==> src/rtl/eth_pkg.sv <==
// Shared types and widths for the 10G Ethernet TX path.
package eth_pkg;
  localparam int ETH_DATA_W       = 64;
  localparam int ETH_KEEP_W       = 8;
  localparam int ETH_TX_ARB_CNT_W = 32;

  typedef enum logic {ARB_IDLE, ARB_PASS} arb_state_t;

  typedef struct packed {
    logic [ETH_DATA_W-1:0] data;
    logic [ETH_KEEP_W-1:0] keep;
    logic                  last;
    logic                  user;
  } axis_beat_t;
endpackage

==> src/rtl/eth_tx_arb_rr_pick.sv <==
// Round-robin priority picker: first request strictly after 'last', with wrap.
// Latency: combinational.
// Backpressure: none, pure function of req and last.
module rr_pick #(
  parameter int NREQ  = 2,
  parameter int IDX_W = $clog2(NREQ)
) (
  input  logic [NREQ-1:0]  req,
  input  logic [IDX_W-1:0] last,
  output logic [NREQ-1:0]  onehot,
  output logic [IDX_W-1:0] idx,
  output logic             any
);
  logic [IDX_W-1:0] cand;

  always_comb begin
    onehot = '0;
    idx    = '0;
    any    = 1'b0;
    cand   = '0;
    for (int k = 1; k <= NREQ; k++) begin
      cand = IDX_W'((int'(last) + k) % NREQ);
      if (!any && req[cand]) begin
        any          = 1'b1;
        onehot[cand] = 1'b1;
        idx          = cand;
      end
    end
  end
endmodule

==> src/rtl/eth_tx_arb.sv <==
// Packet-granular round-robin arbiter onto one 64-bit AXI-Stream TX path; ETH_TX_ARB_CNT_EN adds frame counters.
// Latency: 1 cycle accept-to-output, one idle bubble between frames.
// Backpressure: granted tready follows ~m_axis_tvalid | m_axis_tready combinationally.
module eth_tx_arb
  import eth_pkg::*;
#(
  parameter int NREQ = 2
) (
  input  logic                       clk156,
  input  logic                       reset,
  input  logic [NREQ-1:0]            s_axis_tvalid,
  output logic [NREQ-1:0]            s_axis_tready,
  input  logic [NREQ*ETH_DATA_W-1:0] s_axis_tdata,
  input  logic [NREQ*ETH_KEEP_W-1:0] s_axis_tkeep,
  input  logic [NREQ-1:0]            s_axis_tlast,
  input  logic [NREQ-1:0]            s_axis_tuser,
  output logic                       m_axis_tvalid,
  input  logic                       m_axis_tready,
  output logic [ETH_DATA_W-1:0]      m_axis_tdata,
  output logic [ETH_KEEP_W-1:0]      m_axis_tkeep,
  output logic                       m_axis_tlast,
  output logic                       m_axis_tuser,
  output logic [NREQ-1:0]            grant,
`ifdef ETH_TX_ARB_CNT_EN
  output logic [NREQ*ETH_TX_ARB_CNT_W-1:0] frame_cnt,
`endif
  output logic                       busy
);
  localparam int IDX_W = $clog2(NREQ);

  arb_state_t       state;
  logic [IDX_W-1:0] last_idx;
  logic [IDX_W-1:0] gidx;
  logic [NREQ-1:0]  pick_onehot;
  logic [IDX_W-1:0] pick_idx;
  logic             pick_any;
  logic             out_rdy;
  logic             accept;
  axis_beat_t       in_beat;
  axis_beat_t       out_beat;

  rr_pick #(.NREQ(NREQ), .IDX_W(IDX_W)) u_pick (
    .req    (s_axis_tvalid),
    .last   (last_idx),
    .onehot (pick_onehot),
    .idx    (pick_idx),
    .any    (pick_any)
  );

  always_comb begin
    in_beat      = '0;
    in_beat.data = s_axis_tdata[gidx*ETH_DATA_W +: ETH_DATA_W];
    in_beat.keep = s_axis_tkeep[gidx*ETH_KEEP_W +: ETH_KEEP_W];
    in_beat.last = s_axis_tlast[gidx];
    in_beat.user = s_axis_tuser[gidx];
  end

  // grant is zero outside PASS, so only the frame owner can ever see tready.
  assign out_rdy       = ~m_axis_tvalid | m_axis_tready;
  assign s_axis_tready = (state == ARB_PASS && out_rdy) ? grant : '0;
  assign accept        = (state == ARB_PASS) && s_axis_tvalid[gidx] && out_rdy;

  always_ff @(posedge clk156) begin
    if (reset) begin
      state         <= ARB_IDLE;
      grant         <= '0;
      busy          <= 1'b0;
      gidx          <= '0;
      last_idx      <= IDX_W'(NREQ - 1);
      m_axis_tvalid <= 1'b0;
      out_beat      <= '0;
    end else begin
      if (state == ARB_IDLE) begin
        if (pick_any) begin
          state <= ARB_PASS;
          grant <= pick_onehot;
          gidx  <= pick_idx;
          busy  <= 1'b1;
        end
      end else if (accept && in_beat.last) begin
        state    <= ARB_IDLE;
        grant    <= '0;
        busy     <= 1'b0;
        last_idx <= gidx;
      end

      if (accept) begin
        out_beat      <= in_beat;
        m_axis_tvalid <= 1'b1;
      end else if (m_axis_tready) begin
        m_axis_tvalid <= 1'b0;
      end
    end
  end

  assign m_axis_tdata = out_beat.data;
  assign m_axis_tkeep = out_beat.keep;
  assign m_axis_tlast = out_beat.last;
  assign m_axis_tuser = out_beat.user;

`ifdef ETH_TX_ARB_CNT_EN
  logic [NREQ-1:0][ETH_TX_ARB_CNT_W-1:0] cnt;

  always_ff @(posedge clk156) begin
    if (reset) begin
      cnt <= '0;
    end else begin
      for (int i = 0; i < NREQ; i++) begin
        if (accept && in_beat.last && gidx == IDX_W'(i))
          cnt[i] <= cnt[i] + 1'b1;
      end
    end
  end

  assign frame_cnt = cnt;
`endif
endmodule

==> config.mk <==
export PLATFORM = sky130hd
export DESIGN_NAME = eth_tx_arb
export DESIGN_NICKNAME = d
export VERILOG_FILES = /design/src/rtl/eth_pkg.sv /design/src/rtl/eth_tx_arb_rr_pick.sv /design/src/rtl/eth_tx_arb.sv
export SDC_FILE = /design/constraint.sdc
export NUM_CORES = 1
export LEC_CHECK = 0
export ABC_AREA = 0
export BUFFER_PORTS_ARGS = -buffer_cell sky130_fd_sc_hd__buf_2
export CELL_PAD_IN_SITES_DETAIL_PLACEMENT = 1
export CELL_PAD_IN_SITES_GLOBAL_PLACEMENT = 2
export CORE_ASPECT_RATIO = 0.75
export CORE_MARGIN = 5
export CORE_UTILIZATION = 24
export DETAILED_ROUTE_END_ITERATION = 7
export GPL_TIMING_DRIVEN = 0
export PLACE_DENSITY = 0.88
export SETUP_SLACK_MARGIN = 0.05
export SLEW_MARGIN = 15
export SYNTH_ARGS = -nofsm -noshare
export SYNTH_HDL_FRONTEND = slang
export SYNTH_SLANG_ARGS = --single-unit
==> constraint.sdc <==
create_clock -name clk156 -period 1.7 [get_ports clk156]
set_input_delay 0.34 -clock clk156 [delete_from_list [all_inputs] [get_ports clk156]]
set_output_delay 0.34 -clock clk156 [all_outputs]
set_load 0.01 [all_outputs]
### Word-level counts from Yosys, hierarchy flattened

Index checks and enable logic that the tools add are counted.

| storage, ports and cells | value |
|---|---|
| word-level logic and storage cells | 69 |
| register bits | 81 |

| cells by class | value |
|---|---|
| bitwise logic cells | 4 |
| $add $sub $neg | 2 |
| $lt $le $gt $ge | 5 |
| shift operators | 2 |
| reductions and logical operators | 13 |
| mux-type cells | 32 |
| equal/unequal tests | 1 |

Operators with widths:

| operator | number |
|---|---|
| variable part select 128 x 8 -> 64 bit | 1 |
| two-way mux 1 bit | 24 |
| variable part select 16 x 5 -> 8 bit | 1 |
| two-way mux 2 bit | 6 |
| logical AND 1 bit | 7 |
| < comparator 1 x 2 -> 1 bit (second input constant) | 3 |
| AND reduction 2 bit | 3 |
| nonzero test 2 bit | 2 |
| adder 1 bit (second input constant) | 2 |
| demux 1 bit (select 1 bit) | 2 |
| greater-or-equal comparator 1 bit (second input constant) | 2 |
| inequality test 2 x 1 -> 1 bit (second input constant) | 1 |
| inverter 1 bit | 2 |
| bitwise OR 2 bit | 1 |
| logical NOT 1 bit | 1 |
| bitwise OR 1 bit | 1 |

### Longest topological paths before layout

| logic depth | value |
|---|---|
| depth in word-level cells | 10 |
| gate-level depth with buffers | 6 |
| gate-level depth less buffers | 3 |

### Modules after synthesis

Synthesis repeated with hierarchy kept, for this count alone.

| second synthesis, totals | value |
|---|---|
| cells, all modules | 387 |
| area total of the unflattened synthesis | 4000.1 sq um |

By module, submodules not included:

| module | cells an instance | sequential area each (sq um) | times used | area an instance (sq um) |
|---|---|---|---|---|
| eth_tx_arb | 382 | 1621.6 | 1 | 3967.6 |
| rr_pick | 5 | 0.0 | 1 | 32.5 |

### Least setup slack after synthesis

Ideal clock, no wire load.

| path | value |
|---|---|
| path type | input to output |
| from | in m_axis_tready |
| to | out s_axis_tready[0] |
| slack | 0.125 ns |
| cell stages on the path | 4 |
| arrival time | 1.235 ns |
| path buffers | 2 |
| data required time | 1.360 ns |
| path through | nand2b_1 > clkbuf_1 > clkbuf_1 > and3_1 |

| on the way | value |
|---|---|
| cells in the longest elaborated chain, start to end | 3 |

RTL lines:

| element | line | source |
|---|---|---|
| from (decl) | eth_tx_arb.sv:18 | `input logic m_axis_tready,` |
| bitwise OR 1 bit | eth_tx_arb.sv:59 | `assign out_rdy = ~m_axis_tvalid \| m_axis_tready;` |
| logical AND 1 bit | eth_tx_arb.sv:60 | `assign s_axis_tready = (state == ARB_PASS && out_rdy) ? grant : '0;` |
| two-way mux 2 bit | eth_tx_arb.sv:60 |  |
| to (decl) | eth_tx_arb.sv:12 | `output logic [NREQ-1:0] s_axis_tready,` |

Every way passes these cells.

### Worst setup path after layout

| path | value |
|---|---|
| from | reg gidx |
| to | reg out_beat, in the netlist m_axis_tdata[1] |

| on the way | value |
|---|---|
| cells in the longest elaborated chain, start to end | 4 |

RTL lines:

| element | line | source |
|---|---|---|
| from (decl) | eth_tx_arb.sv:33 | `logic [IDX_W-1:0] gidx;` |
| from (signal assigned) | eth_tx_arb.sv:77 | `gidx <= pick_idx;` |
| branches (longest 4 deep; another with variable part select 128 x 8 -> 64 bit) | n/a |  |
| to (signal assigned) | eth_tx_arb.sv:88 | `out_beat <= in_beat;` |
| to (decl) | eth_tx_arb.sv:40 | `axis_beat_t out_beat;` |

Parallel ways; which one is timed is not known. The select of a mux whose other input is x is not followed.
A chain may end at the register's enable or synchronous reset.

==> results.sh <==
export IMPL_outcome="finished, final reports clean"
export IMPL_clock_skew_ns=0.00740
export IMPL_clock_latency_ns=0.34
export IMPL_power_density_mw_per_mm2=924
export IMPL_hold_slack_ns=0.312
export IMPL_leakage_uw=0.00250
export IMPL_drv_cap=0
export IMPL_cts_max_path_buffers=2
export IMPL_core_area_mm2=0.0154
export IMPL_hold_violations=0
export IMPL_htree_levels=3
export IMPL_syn_nets=537
export IMPL_grt_pass1_wl_um=25000
export IMPL_tightestPinTransition_ns=0.700
export IMPL_cts_sinks=81
export IMPL_gp_congestion=0.766
export IMPL_path_clk_slew_ns=0.06
export IMPL_die_area_mm2=0.0184
export IMPL_hpwlAfterDp_um=12400
export IMPL_cts_tree="yes"
export IMPL_nets=790
export IMPL_clock_root_buffer="clkbuf_16"
export IMPL_min_period_ns=1.59
export IMPL_wirelength_um=16500
export IMPL_holdBufCountCts=0
export IMPL_wire_per_inst_um=19.5
export IMPL_synth_cell_type_count=27
export IMPL_yosysSeqAreaShare=0.428
export IMPL_synthCells=384
export IMPL_grtUsageTotal=0.168
export IMPL_critPathTopFamily="buffers and inverters"
export IMPL_max_stage_delay_ns=0.36
export IMPL_first_iter_violations=156
export IMPL_cp_end_kind="flip-flop"
export IMPL_synth_area_mm2=0.00379
export IMPL_drv_slew=0
export IMPL_antenna_found_initial=0
export IMPL_grt_pass1_vias=4690
export IMPL_critPathMaxFanout=10
export IMPL_regArea_mm2=0.00162
export IMPL_die_h_um=119
export IMPL_critPathLaunchType="flip-flop"
export IMPL_clock_fmax_mhz=628
export IMPL_fin_crit_sh=0.937
export IMPL_slew_headroom=0.529
export IMPL_drtAntennaViolNets=0
export IMPL_rows=39
export IMPL_async_flop_share=0
export IMPL_post_place_ws_ns=-0.577
export IMPL_cts_inserted_buffers=9
export IMPL_ir_drop_uv=413
export IMPL_slowest_stage="mux2_2"
export IMPL_path_common_cell="buf_6"
export IMPL_n_fill_cell=1819
export IMPL_dr_pass1_iters=4
export IMPL_setup_viol=0
export IMPL_fin_ws_ns=0.107
export IMPL_synth_edff_count=0
export IMPL_vias=4233
export IMPL_grt_remaining_overflow=0
export IMPL_crit_path_cell_trace="buf_6 > mux2_2 > buf_6 > buf_4 > a31oi_2 > a211oi_1"
export IMPL_crit_required_ns=1.90
export IMPL_multi_input_area_mm2=0.00217
export IMPL_io_pins=233
export IMPL_grt_max_degree=14
export IMPL_yosysWarningCount=0
export IMPL_vias_per_cell=5.00
export IMPL_path_class="flip-flop to flip-flop"
export IMPL_syn2layout_area_growth_pct=57.1
export IMPL_hold_class="primary input to flip-flop"
export IMPL_r2r_slack_ns=0.11
export IMPL_die_w_um=155
export IMPL_drive_gt1_frac=0.514
export IMPL_fin_tns_setup_ns=0
export IMPL_antenna_diode_count=0
export IMPL_initial_core_util=0.247
export IMPL_rsz0062_at_grt="yes"
export IMPL_avgSynthCellArea_um2=9.88
export IMPL_drc=0
export IMPL_port_buffers=232
export IMPL_crit_buf_inv=3
export IMPL_cp_arrival_ns=1.80
export IMPL_synth_seq_cells=81
export IMPL_synth_flop_cell="dfxtp_1"
-- layout by cell type (no fill, tap or decap), types with 2 or more instances in the layout --
cell type	count
o31ai_1	2
clkinvlp_4	3
nor2_1	2
clkbuf_1	17
a31oi_2	10
dfxtp_1	79
clkbuf_16	11
buf_4	26
nand2_1	2
and3_4	2
buf_2	232
a31oi_1	60
o22ai_1	2
a211oi_1	58
nand3b_1	2
nand3_1	2
nand2b_1	2
clkbuf_2	7
a21oi_1	4
dfxtp_2	2
a31oi_4	3
buf_6	5
a211oi_2	15
clkbuf_4	5
mux2i_1	74
-- repair_timing --
action / CTS / global route
resized for setup: 41 / 61
gates cloned: 0 / 1
pin swaps: 1 / 2
setup endpoints to repair: 79 / 75
setup buffers: 11 / 1
-- synth_stat cells (2+ instances only) --
master / number / area [um^2]
nor2_1: 2 / 7.51
clkbuf_1: 27 / 101
and3_1: 2 / 12.5
nand2_1: 2 / 7.51
nand2b_1: 3 / 18.8
mux2i_1: 74 / 741
dfxtp_1: 81 / 1620
nand3b_1: 2 / 15.0
buf_2: 23 / 115
a211oi_1: 73 / 548
a31oi_1: 73 / 457
o31ai_1: 2 / 15.0
nand3_1: 2 / 10.0
o22ai_1: 2 / 12.5
a21oi_1: 4 / 20.0
-- cells by family (layout without fill, tap and decap cells) --
kind of cell    count (synthesis)  after routing  synth area share
compound gates                157            157             0.283
buf+inv                        52            310            0.0600
flops                          81             81             0.428
mux                            76             76             0.202
simple gates                   18             18            0.0271
-- per-layer routing --
layer,up-vias,GRT usage,wire length (um)
met5,-,0,0
met4,0,0.0370,168
met3,12,0.0522,1110
met2,141,0.283,7980
met1,2058,0.212,7270
li1,2022,-,-
-- state kept, by name (all words and copies together), names as in the netlist --
signal,count
m_axis_tvalid,1
m_axis_tuser,1
grant,2
m_axis_tdata,64
state,1
m_axis_tkeep,8
m_axis_tlast,1
gidx,1
last_idx,1
busy,1
-- tightest hold or removal path, stage by stage --
cell	delay [ns]
buf_2	0.10
nand2b_1	0.09
o22ai_1	0.06
-- cell type report --
type / instances / share of cell area
Multi-Input combinational cell: 251 / 0.364
Sequential cell: 81 / 0.273
Timing Repair Buffer: 245 / 0.213
Buffer: 48 / 0.0563
Tap cell: 205 / 0.0430
Clock buffer: 12 / 0.0414
Clock inverter: 4 / 0.00882
Inverter: 1 / 0.000630
-- metrics by stage --
step / std cells / cell area, um^2 / power, uW / utilization
detailed placement: 821 / 5210 / 3390 / 0.339
global placement: 821 / 5210 / 3340 / 0.339
global route: 847 / 5960 / 5790 / 0.388
floorplan: 384 / 3790 / 2830 / -
finish: 847 / 5960 / 5510 / 0.388
CTS: 848 / 5750 / 5480 / 0.374
-- power by group --
group / total (uW) / switching [uW] / internal [uW]
combinational: 1360 / 732 / 628
clock: 1990 / 809 / 1180
sequential: 2160 / 98.5 / 2060
-- final timing paths --
check / end / start / cells past startpoint
max reg2reg: m_axis_tdata[1] / gidx / 6
min reg2reg: busy / busy / 2
max: m_axis_tdata[1] / gidx / 6
min: busy / reset / 3
No activity file was read; power rests on OpenSTA's default activity.
